## src/rtl/uart_pkg.sv

```systemverilog
// Shared types and helpers for the UART transmit path.
package uart_pkg;

   typedef enum logic [1:0] {PARITY_NONE, PARITY_ODD, PARITY_EVEN} parity_e;

   typedef enum logic [2:0] {IDLE, START, DATA, PARITY, STOP} tx_state_e;

   function automatic int clk_per_bit(input int clk_hz, input int baud);
      return clk_hz / baud;
   endfunction

endpackage

```

## src/rtl/sync_fifo.sv

```systemverilog
// Generic synchronous FIFO with head-of-queue read data and single-cycle flush.
// Zero-latency read of the head; the caller guards push against full and pop against empty.
module sync_fifo #(
   parameter int WIDTH = 8,
   parameter int DEPTH = 16
) (
   input  logic                   clk,
   input  logic                   reset,
   input  logic                   push,
   input  logic                   pop,
   input  logic                   flush,
   input  logic [WIDTH-1:0]       wdata,
   output logic [WIDTH-1:0]       rdata,
   output logic [$clog2(DEPTH):0] count
);

   localparam int AW = $clog2(DEPTH);
   localparam int CW = AW + 1;

   logic [WIDTH-1:0] mem [DEPTH];
   logic [AW-1:0]    wr_ptr;
   logic [AW-1:0]    rd_ptr;

   assign rdata = mem[rd_ptr];

   always_ff @(posedge clk) begin
      if (reset) begin
         wr_ptr <= '0;
         rd_ptr <= '0;
         count  <= '0;
      end else begin
         if (push)
            wr_ptr <= wr_ptr + AW'(1);
         // Flush drops everything queued but keeps a word pushed in the same cycle.
         if (flush)
            rd_ptr <= wr_ptr;
         else if (pop)
            rd_ptr <= rd_ptr + AW'(1);
         if (flush)
            count <= {{AW{1'b0}}, push};
         else if (push && !pop)
            count <= count + CW'(1);
         else if (pop && !push)
            count <= count - CW'(1);
      end
   end

   always_ff @(posedge clk) begin
      if (push)
         mem[wr_ptr] <= wdata;
   end

endmodule

```

## src/rtl/uart_tx_fifo.sv

```systemverilog
// UART transmitter fed by a synchronous FIFO; frames go out back-to-back.
// tx is registered and trails the FSM state by one cycle; in_ready drops only when the FIFO is full.
module uart_tx_fifo #(
   parameter int                CLK_HZ     = 100_000_000,
   parameter int                BAUD       = 115200,
   parameter int                DATA_BITS  = 8,
   parameter uart_pkg::parity_e PARITY     = uart_pkg::PARITY_NONE,
   parameter int                STOP_BITS  = 1,
   parameter int                FIFO_DEPTH = 16
) (
   input  logic                        clk,
   input  logic                        reset,
   input  logic                        in_valid,
   input  logic [DATA_BITS-1:0]        in_data,
   output logic                        in_ready,
   input  logic                        flush,
   output logic                        tx,
   output logic                        busy,
   output logic [$clog2(FIFO_DEPTH):0] fifo_count
);

   localparam int CPB = uart_pkg::clk_per_bit(CLK_HZ, BAUD);
   localparam int CW  = $clog2(CPB);
   localparam int FW  = $clog2(FIFO_DEPTH) + 1;
   localparam logic [CW-1:0] CNT_TOP = CW'(CPB - 1);

   uart_pkg::tx_state_e  state;
   logic [CW-1:0]        cnt;
   logic [3:0]           bit_idx;
   logic [DATA_BITS-1:0] shreg;
   logic [DATA_BITS-1:0] head;
   logic                 par_bit;
   logic                 push;
   logic                 pop;
   logic                 fifo_empty;
   logic                 bit_done;
   logic                 stop_done;

   assign in_ready   = fifo_count != FW'(FIFO_DEPTH);
   assign fifo_empty = fifo_count == '0;
   assign push       = in_valid && in_ready;
   assign bit_done   = cnt == '0;
   assign stop_done  = (state == uart_pkg::STOP) && bit_done && (bit_idx == 4'(STOP_BITS - 1));
   // Popping straight out of the last stop cycle keeps consecutive frames contiguous.
   assign pop        = !fifo_empty && ((state == uart_pkg::IDLE) || stop_done);
   assign busy       = (state != uart_pkg::IDLE) || !fifo_empty;

   sync_fifo #(
      .WIDTH (DATA_BITS),
      .DEPTH (FIFO_DEPTH)
   ) u_fifo (
      .clk   (clk),
      .reset (reset),
      .push  (push),
      .pop   (pop),
      .flush (flush),
      .wdata (in_data),
      .rdata (head),
      .count (fifo_count)
   );

   always_ff @(posedge clk) begin
      if (reset) begin
         state   <= uart_pkg::IDLE;
         cnt     <= CNT_TOP;
         bit_idx <= '0;
         shreg   <= '0;
         par_bit <= 1'b0;
         tx      <= 1'b1;
      end else begin
         case (state)
            uart_pkg::START:  tx <= 1'b0;
            uart_pkg::DATA:   tx <= shreg[0];
            uart_pkg::PARITY: tx <= par_bit;
            default:          tx <= 1'b1;
         endcase

         if (pop) begin
            shreg   <= head;
            state   <= uart_pkg::START;
            cnt     <= CNT_TOP;
            bit_idx <= '0;
            if (PARITY == uart_pkg::PARITY_ODD)
               par_bit <= ~^head;
            else
               par_bit <= ^head;
         end else if (state != uart_pkg::IDLE) begin
            if (!bit_done) begin
               cnt <= cnt - CW'(1);
            end else begin
               cnt <= CNT_TOP;
               case (state)
                  uart_pkg::START: begin
                     state   <= uart_pkg::DATA;
                     bit_idx <= '0;
                  end
                  uart_pkg::DATA: begin
                     shreg <= shreg >> 1;
                     if (bit_idx == 4'(DATA_BITS - 1)) begin
                        bit_idx <= '0;
                        if (PARITY == uart_pkg::PARITY_NONE)
                           state <= uart_pkg::STOP;
                        else
                           state <= uart_pkg::PARITY;
                     end else begin
                        bit_idx <= bit_idx + 4'd1;
                     end
                  end
                  uart_pkg::PARITY: begin
                     state   <= uart_pkg::STOP;
                     bit_idx <= '0;
                  end
                  uart_pkg::STOP: begin
                     if (bit_idx == 4'(STOP_BITS - 1))
                        state <= uart_pkg::IDLE;
                     else
                        bit_idx <= bit_idx + 4'd1;
                  end
                  default: state <= uart_pkg::IDLE;
               endcase
            end
         end
      end
   end

endmodule

```

## config.mk

```make
export PLATFORM = sky130hd
export DESIGN_NAME = uart_tx_fifo
export DESIGN_NICKNAME = d
export VERILOG_FILES = /design/src/rtl/uart_pkg.sv /design/src/rtl/sync_fifo.sv /design/src/rtl/uart_tx_fifo.sv
export SDC_FILE = /design/constraint.sdc
export NUM_CORES = 1
export LEC_CHECK = 0
export CAP_MARGIN = 20
export CORE_MARGIN = 3
export CORE_UTILIZATION = 55
export CTS_CLUSTER_SIZE = 16
export DETAILED_ROUTE_END_ITERATION = 8
export PLACE_DENSITY_LB_ADDON = 0.15
export SLEW_MARGIN = 5
export SYNTH_ARGS = -nofsm -noshare
export SYNTH_HDL_FRONTEND = slang
export SYNTH_SLANG_ARGS = --single-unit
```

## constraint.sdc

```tcl
create_clock -name clk -period 3.2 [get_ports clk]
set_clock_uncertainty 0.1 [all_clocks]
set_input_delay 0.64 -clock clk [delete_from_list [all_inputs] [get_ports clk]]
set_output_delay 0.64 -clock clk [all_outputs]
set_load 0.05 [all_outputs]
```

==> metrics.cfg, run 1 <==
[worst_setup_path]
worst-path-buf-inv=1
path_cells=nor4_4, and4b_1, nand3_1, a2111o_1, ha_2, inv_2, ha_1, a21o_1, a21oi_1, xnor2_1, nor2_1, xnor2_1, nor3_1
crit_end=u_fifo.count[4]
timing_worst_setup_path_type=reg -> reg
required_ns=3.44
crit_path_max_incr_delay_ns=0.46
critPathMaxFanout=4
rr_endpoint=u_fifo.count[4]
endpoint_kind=register
ff2ff_path_depth=13
reg2reg_slack_ns=0.14
crit_path_start_kind=register
critPathMostFrequentCell=xnor2_1
cp_slowest_cell=a2111o_1
path_depth=13
startpoint=cnt[6]
path_delay_family=simple AND/OR/NAND/NOR gates
worstReg2RegStart=cnt[6]
crit_arrival_ns=3.30

[placement]
dp_slack_ns=0.09654
gp_congestion=0.8689
io_buffer_count=19
dp.final_hpwl_mm=8.729
dp_cells=667

[power]
p_total_mw=6.648
power_leakage_nw=2.817
ir_drop_mv=0.3877
p_per_area_nw_per_um2=806.9

[floorplan]
core_area_um2=12310
start_util=0.5765
pin_count=20
dieArea_um2=14300
placementRows=40
die_y_um=119.6
die_width_um=119.6

[timing]
max_slew.worst_pin.slew_ns=0.6804
finalSetupViolations=0
slew_headroom=0.5455
period_needed_ns=3.061
tns_ns=0
fin_ws_ns=0.1390
hold_violations=0
fin_crit_sh=0.9566
maxSlewViolCount=0
fmax_mhz=326.7

[job]
drv_cap=0

[logic_synthesis]
synth-compound-area-share=0.05711
ys_warn_count=0
async_flop_share=0
ys.flop_type=edfxtp_1
synth.area.mux_share=0.1114
synth_adder_area_share=0.02926
synthCells=478
ys_seq_area_frac=0.6656
syn-cell-area_um2=7098
ys_types=44
synth-xor-area-share=0.03208
ys_ff_latch=172
synth_edf_count=128
synth_top_family_by_area=multiplexers
synth_simple_gate_area_frac=0.08267
syn_area_per_cell_um2=14.85
syn_nets=506

[layout]
fin_cells=700
antenna_cells=0
drive_above_1_share=0.1786
area_growth_pct=16.08
num-nets-final=547
nFillCells=891

[cts]
htreeDepth=4
clkTransAtPathRegs_ns=0.06
clock_sinks=172
cts_root_buf=clkbuf_16
clock_path_buffers=2
clkLatencyLatePin_ns=0.42
cts_made_buffers=17
cts_tree=yes

[detailed_routing]
first_pass_iters=5
drt_iter0_markers=429
vias=4028
drtAntennaViolNets=0
finalWirelength_mm=13.56
viasPerCell=5.754
wl_per_cell_um=19.37
route.detailed.drc=0

[global_route]
grt_util_all_layers=0.2038
antenna_found_initial=0
grt_pass1_vias=4065
grt_max_degree=33
grt_first_pass_wirelength_mm=21.99
grt_remaining_overflow=0

[worst_hold_path]
hold_path.class=reg -> reg

[run_status]
outcome=complete, no violations

==> through the flow <==
stage | util | hold slack [ns] | cell area, µm²
after global routing | 0.6692 | 0.3853 | 8239
after global placement | 0.6175 | 0.3583 | 7602
after detailed placement | 0.6175 | 0.3654 | 7602
after floorplan | - | 0.3472 | 7108
final | 0.6692 | 0.3775 | 8239
after CTS | 0.6679 | 0.3753 | 8223
==> registers in the layout (all words and copies together), names as in the netlist, named ones only <==
register and flops:
bit_idx 4, cnt 10, par_bit 1, shreg 8
state 3, tx 1, u_fifo.count 5, u_fifo.mem 128
u_fifo.rd_ptr 4, u_fifo.wr_ptr 4
==> worst min-delay path: cells and delay by family (launching register included) <==
family	cells	cell delay (ns)
simple gates	1	0.06
compound gates	1	0.06
flops	1	0.31
==> per-layer routing <==
metal | GRT usage | up-vias | routed length [µm]
li1 | - | 1894 | -
met1 | 0.2697 | 2009 | 5647
met5 | 0 | - | 0
met4 | 0.06299 | 0 | 136
met2 | 0.3337 | 116 | 7065
met3 | 0.05419 | 9 | 709
==> placed cells by master, fill, tap and decap left out, drive strengths merged, types with 18 or more instances in the layout <==
| cell type | n |
|---|---|
| clkbuf | 19 |
| xnor2 | 18 |
| nand2 | 35 |
| edfxtp | 128 |
| clkdlybuf4s50 | 19 |
| mux4 | 32 |
| buf | 25 |
| dfxtp | 44 |
| nor2 | 51 |
==> what timing repair did <==
item	4_1_cts	5_1_grt
gates resized for setup	0	1
setup endpoints to repair	0	2
hold buffers	0	0
buffers inserted	0	1
==> synthesized netlist by cell type, types with 3 or more instances <==
| library cell | n | area [µm²] |
|---|---|---|
| clkbuf_1 | 10 | 37.54 |
| nand2b_1 | 4 | 25.02 |
| a21o_1 | 3 | 22.52 |
| nor3_1 | 13 | 65.06 |
| nand2_1 | 35 | 131.4 |
| ha_1 | 15 | 187.7 |
| nor2b_1 | 4 | 25.02 |
| edfxtp_1 | 128 | 3844 |
| dfxtp_1 | 44 | 880.8 |
| buf_2 | 3 | 15.01 |
| a21oi_1 | 17 | 85.08 |
| a211oi_1 | 10 | 75.07 |
| xor2_1 | 8 | 70.07 |
| mux2i_1 | 7 | 70.07 |
| nor2_1 | 51 | 191.4 |
| inv_1 | 14 | 52.55 |
| a22oi_1 | 16 | 120.1 |
| buf_4 | 3 | 22.52 |
| nand3_1 | 7 | 35.03 |
| nor4_1 | 3 | 18.77 |
| xnor2_1 | 18 | 157.7 |
| buf_1 | 6 | 22.52 |
| mux4_2 | 32 | 720.7 |
==> cell families after synthesis <==
| logic type | Yosys count |
|---|---|
| and+or+nand+nor | 129 |
| adders and majority gates | 16 |
| buffers and inverters | 37 |
| DFF | 172 |
| muxes | 39 |
| AOI/OAI and AO/OA | 59 |
| xor gates and xnor gates | 26 |
==> worst min-delay path by stage <==
stage          cells after the start     start       end  slack [ns]
6_report                           2  shreg[7]  shreg[7]        0.38
3_3_place_gp                       2  shreg[7]  shreg[7]        0.36
2_1_floorplan                      2  shreg[7]  shreg[7]        0.35
4_1_cts                            2  shreg[7]  shreg[7]        0.38
5_1_grt                            2  shreg[7]  shreg[7]        0.39
3_5_place_dp                       2  shreg[7]  shreg[7]        0.37
==> power breakdown <==
group / leakage [nW] / total, mW / switching [mW] / internal [mW]
combinational: 0.997 / 1.84 / 1.06 / 0.780
clock: 0.303 / 2.15 / 0.834 / 1.31
sequential: 1.52 / 2.66 / 0.104 / 2.55
==> area by class of cell <==
class / instances / area [µm²] / area share
sequential: 172 / 4728 / 0.5739
multi-input combinational: 269 / 2232 / 0.2709
clock buffer: 19 / 432.9 / 0.05254
timing repair buffer: 44 / 390.4 / 0.04738
tap: 168 / 210.2 / 0.02551
clock inverter: 13 / 187.7 / 0.02278
inverter: 15 / 57.56 / 0.006986
No activity file was read; power rests on OpenSTA's default activity.
==> inputs of run 2 (changes only) <==
- PLACE_DENSITY: not set -> 0.86
- PLACE_DENSITY_LB_ADDON: 0.15 -> not set
==> metrics.cfg, run 2 (synthesis results as in run 1) <==
[global_route]
grt_remaining_overflow=0  ; unchanged
grt_util_all_layers=0.2264  ; was 0.2038
antenna_found_initial=0  ; unchanged
grt_pass1_vias=4332  ; was 4,065
grt_max_degree=33  ; unchanged
grt_first_pass_wirelength_mm=24.17  ; was 21.99 mm

[detailed_routing]
wl_per_cell_um=21.62  ; was 19.37 µm
first_pass_iters=5  ; unchanged
finalWirelength_mm=15.20  ; was 13.56 mm
route.detailed.drc=0  ; unchanged
viasPerCell=6.080  ; was 5.754
drt_iter0_markers=556  ; was 429
vias=4274  ; was 4,028
drtAntennaViolNets=0  ; unchanged

[timing]
hold_violations=0  ; unchanged
max_slew.worst_pin.slew_ns=0.7321  ; was 0.6804 ns
tns_ns=0  ; unchanged
finalSetupViolations=0  ; unchanged
rsz0062_at_grt=no
fin_crit_sh=0.9652  ; was 0.9566
maxSlewViolCount=0  ; unchanged
fmax_mhz=323.8  ; was 326.7 MHz
period_needed_ns=3.089  ; was 3.061 ns
slew_headroom=0.5102  ; was 0.5455
fin_ws_ns=0.1114  ; was 0.1390 ns

[floorplan]
placementRows=40  ; unchanged
core_area_um2=12310  ; unchanged
start_util=0.5765  ; unchanged
die_width_um=119.6  ; unchanged
die_y_um=119.6  ; unchanged
pin_count=20  ; unchanged
dieArea_um2=14300  ; unchanged

[run_status]
outcome=complete, no violations  ; unchanged

[worst_setup_path]
timing_worst_setup_path_type=reg -> reg  ; unchanged
startpoint=cnt[8]  ; was cnt[6]
required_ns=3.45  ; was 3.44 ns
endpoint_kind=register  ; unchanged
crit_path_start_kind=register  ; unchanged
crit_end=u_fifo.count[4]  ; unchanged
critPathMaxFanout=4  ; unchanged
ff2ff_path_depth=13  ; unchanged
reg2reg_slack_ns=0.11  ; was 0.14 ns
rr_endpoint=u_fifo.count[4]  ; unchanged
crit_arrival_ns=3.34  ; was 3.30 ns
worstReg2RegStart=cnt[8]  ; was cnt[6]

[cts]
cts_tree=yes  ; unchanged
clkLatencyLatePin_ns=0.43  ; was 0.42 ns
htreeDepth=4  ; unchanged
clkTransAtPathRegs_ns=0.07  ; was 0.06 ns
clock_path_buffers=2  ; unchanged
cts_made_buffers=17  ; unchanged
clock_sinks=172  ; unchanged
cts_root_buf=clkbuf_16  ; unchanged

[power]
power.share.clock=0.333  ; was 0.323
seqPwrFrac=0.388  ; was 0.400
ir_drop_mv=0.5500  ; was 0.3877 mV
switching_share=0.3080  ; was 0.3011
comb_power_share=0.279  ; was 0.277
power_leakage_nw=2.857  ; was 2.817 nW
switching_power_mw=2.118  ; was 2.002 mW
p_int_mw=4.757  ; was 4.646 mW
p_per_area_nw_per_um2=825.9  ; was 806.9 nW/µm²

[layout]
reg.largest.list=u_fifo.mem (128), cnt (10), shreg (8)  ; unchanged
final_cell_mix=edfxtp_1 (128), nor2_1 (51), dfxtp_1 (40)  ; was edfxtp_1 (128), nor2_1 (51), dfxtp_1 (41)
nFillCells=796  ; was 891
final_common_cell=edfxtp_1  ; unchanged
largest-register=u_fifo.mem  ; unchanged
seq_area_um2=4730  ; was 4728 µm²
area_growth_pct=17.27  ; was 16.08%
num-nets-final=550  ; was 547
fin_cells=703  ; was 700
drive_above_1_share=0.1944  ; was 0.1786
final_util=0.6761  ; was 0.6692
largest_reg_flops=128  ; unchanged
antenna_cells=0  ; unchanged
multiInputGateArea_um2=2247  ; was 2232 µm²

[placement]
dp.final_hpwl_mm=9.427  ; was 8.729 mm
dp_slack_ns=0.05588  ; was 0.09654 ns
io_buffer_count=19  ; unchanged
dp_cells=669  ; was 667
gp_congestion=0.8230  ; was 0.8689

[worst_hold_path]
hold_path.class=reg -> reg  ; unchanged
whs_path_depth=2  ; unchanged

[job]
drv_cap=0  ; unchanged

## run 2: power groups by stage
stage | Combinational, mW | Clock (mW) | Sequential (mW)
after floorplan | 1.33 | 0 | 2.77
after global placement | 1.79 | 0 | 2.69
after detailed placement | 1.86 | 0 | 2.71
after CTS | 1.90 | 2.31 | 2.66
after global routing | 2.09 | 2.41 | 2.68
final | 1.92 | 2.29 | 2.66
## run 2: per-layer routing
layer	vias to the layer above	track usage	wire length [µm]
met5	-	0	0
met4	0	0.1052	473
met3	49	0.05090	955
met2	202	0.3754	7845
met1	2128	0.2859	5927
li1	1895	-	-
## run 2: cell type report
class,count,share of cell area
tap,168,0.02525
sequential,172,0.5682
timing repair buffer,47,0.04990
clock buffer,18,0.05156
multi-input combinational,269,0.2700
inverter,15,0.006914
clock inverter,14,0.02826
## run 2: worst min-delay path by stage
stage              from  endpoint  slack [ns]
5_1_grt          cnt[4]    cnt[4]        0.42
2_1_floorplan  shreg[7]  shreg[7]        0.35
3_5_place_dp   shreg[7]  shreg[7]        0.37
6_report       shreg[7]  shreg[7]        0.38
4_1_cts        shreg[7]  shreg[7]        0.38
3_3_place_gp   shreg[7]  shreg[7]        0.36
## run 2: stage by stage
step	hold WS (ns)	total power [mW]	cell area [µm²]
floorplan	0.3472	4.105	7108
global placement	0.3601	4.483	7617
detailed placement	0.3705	4.567	7617
CTS	0.3788	6.870	8282
global route	0.4231	7.175	8324
finish	0.3801	6.875	8324
## run 2: what timing repair did
| action | in CTS | in global routing |
|---|---|---|
| gates resized for setup | 0 | 6 |
| hold buffers | 0 | 0 |
| endpoints found under the setup margin | 0 | 3 |
| buffers inserted | 0 | 2 |
| hold endpoints to repair | 0 | 0 |
## run 2: worst max-delay path, cell delays in order, from the launching register on
cell,delay [ns]
dfxtp_1,0.35
nor4_4,0.37
and4b_2,0.31
nand3_1,0.09
a2111o_1,0.44
ha_4,0.21
inv_2,0.09
ha_1,0.25
a21o_1,0.20
a21oi_2,0.14
xnor2_1,0.14
nor2_1,0.07
xnor2_1,0.12
nor3_1,0.12
==> inputs of run 3 (changes only) <==
- CTS_CLUSTER_DIAMETER: not set -> 200
==> results of run 3 <==
Final layout, timing and power as in run 2 (identical DEF).
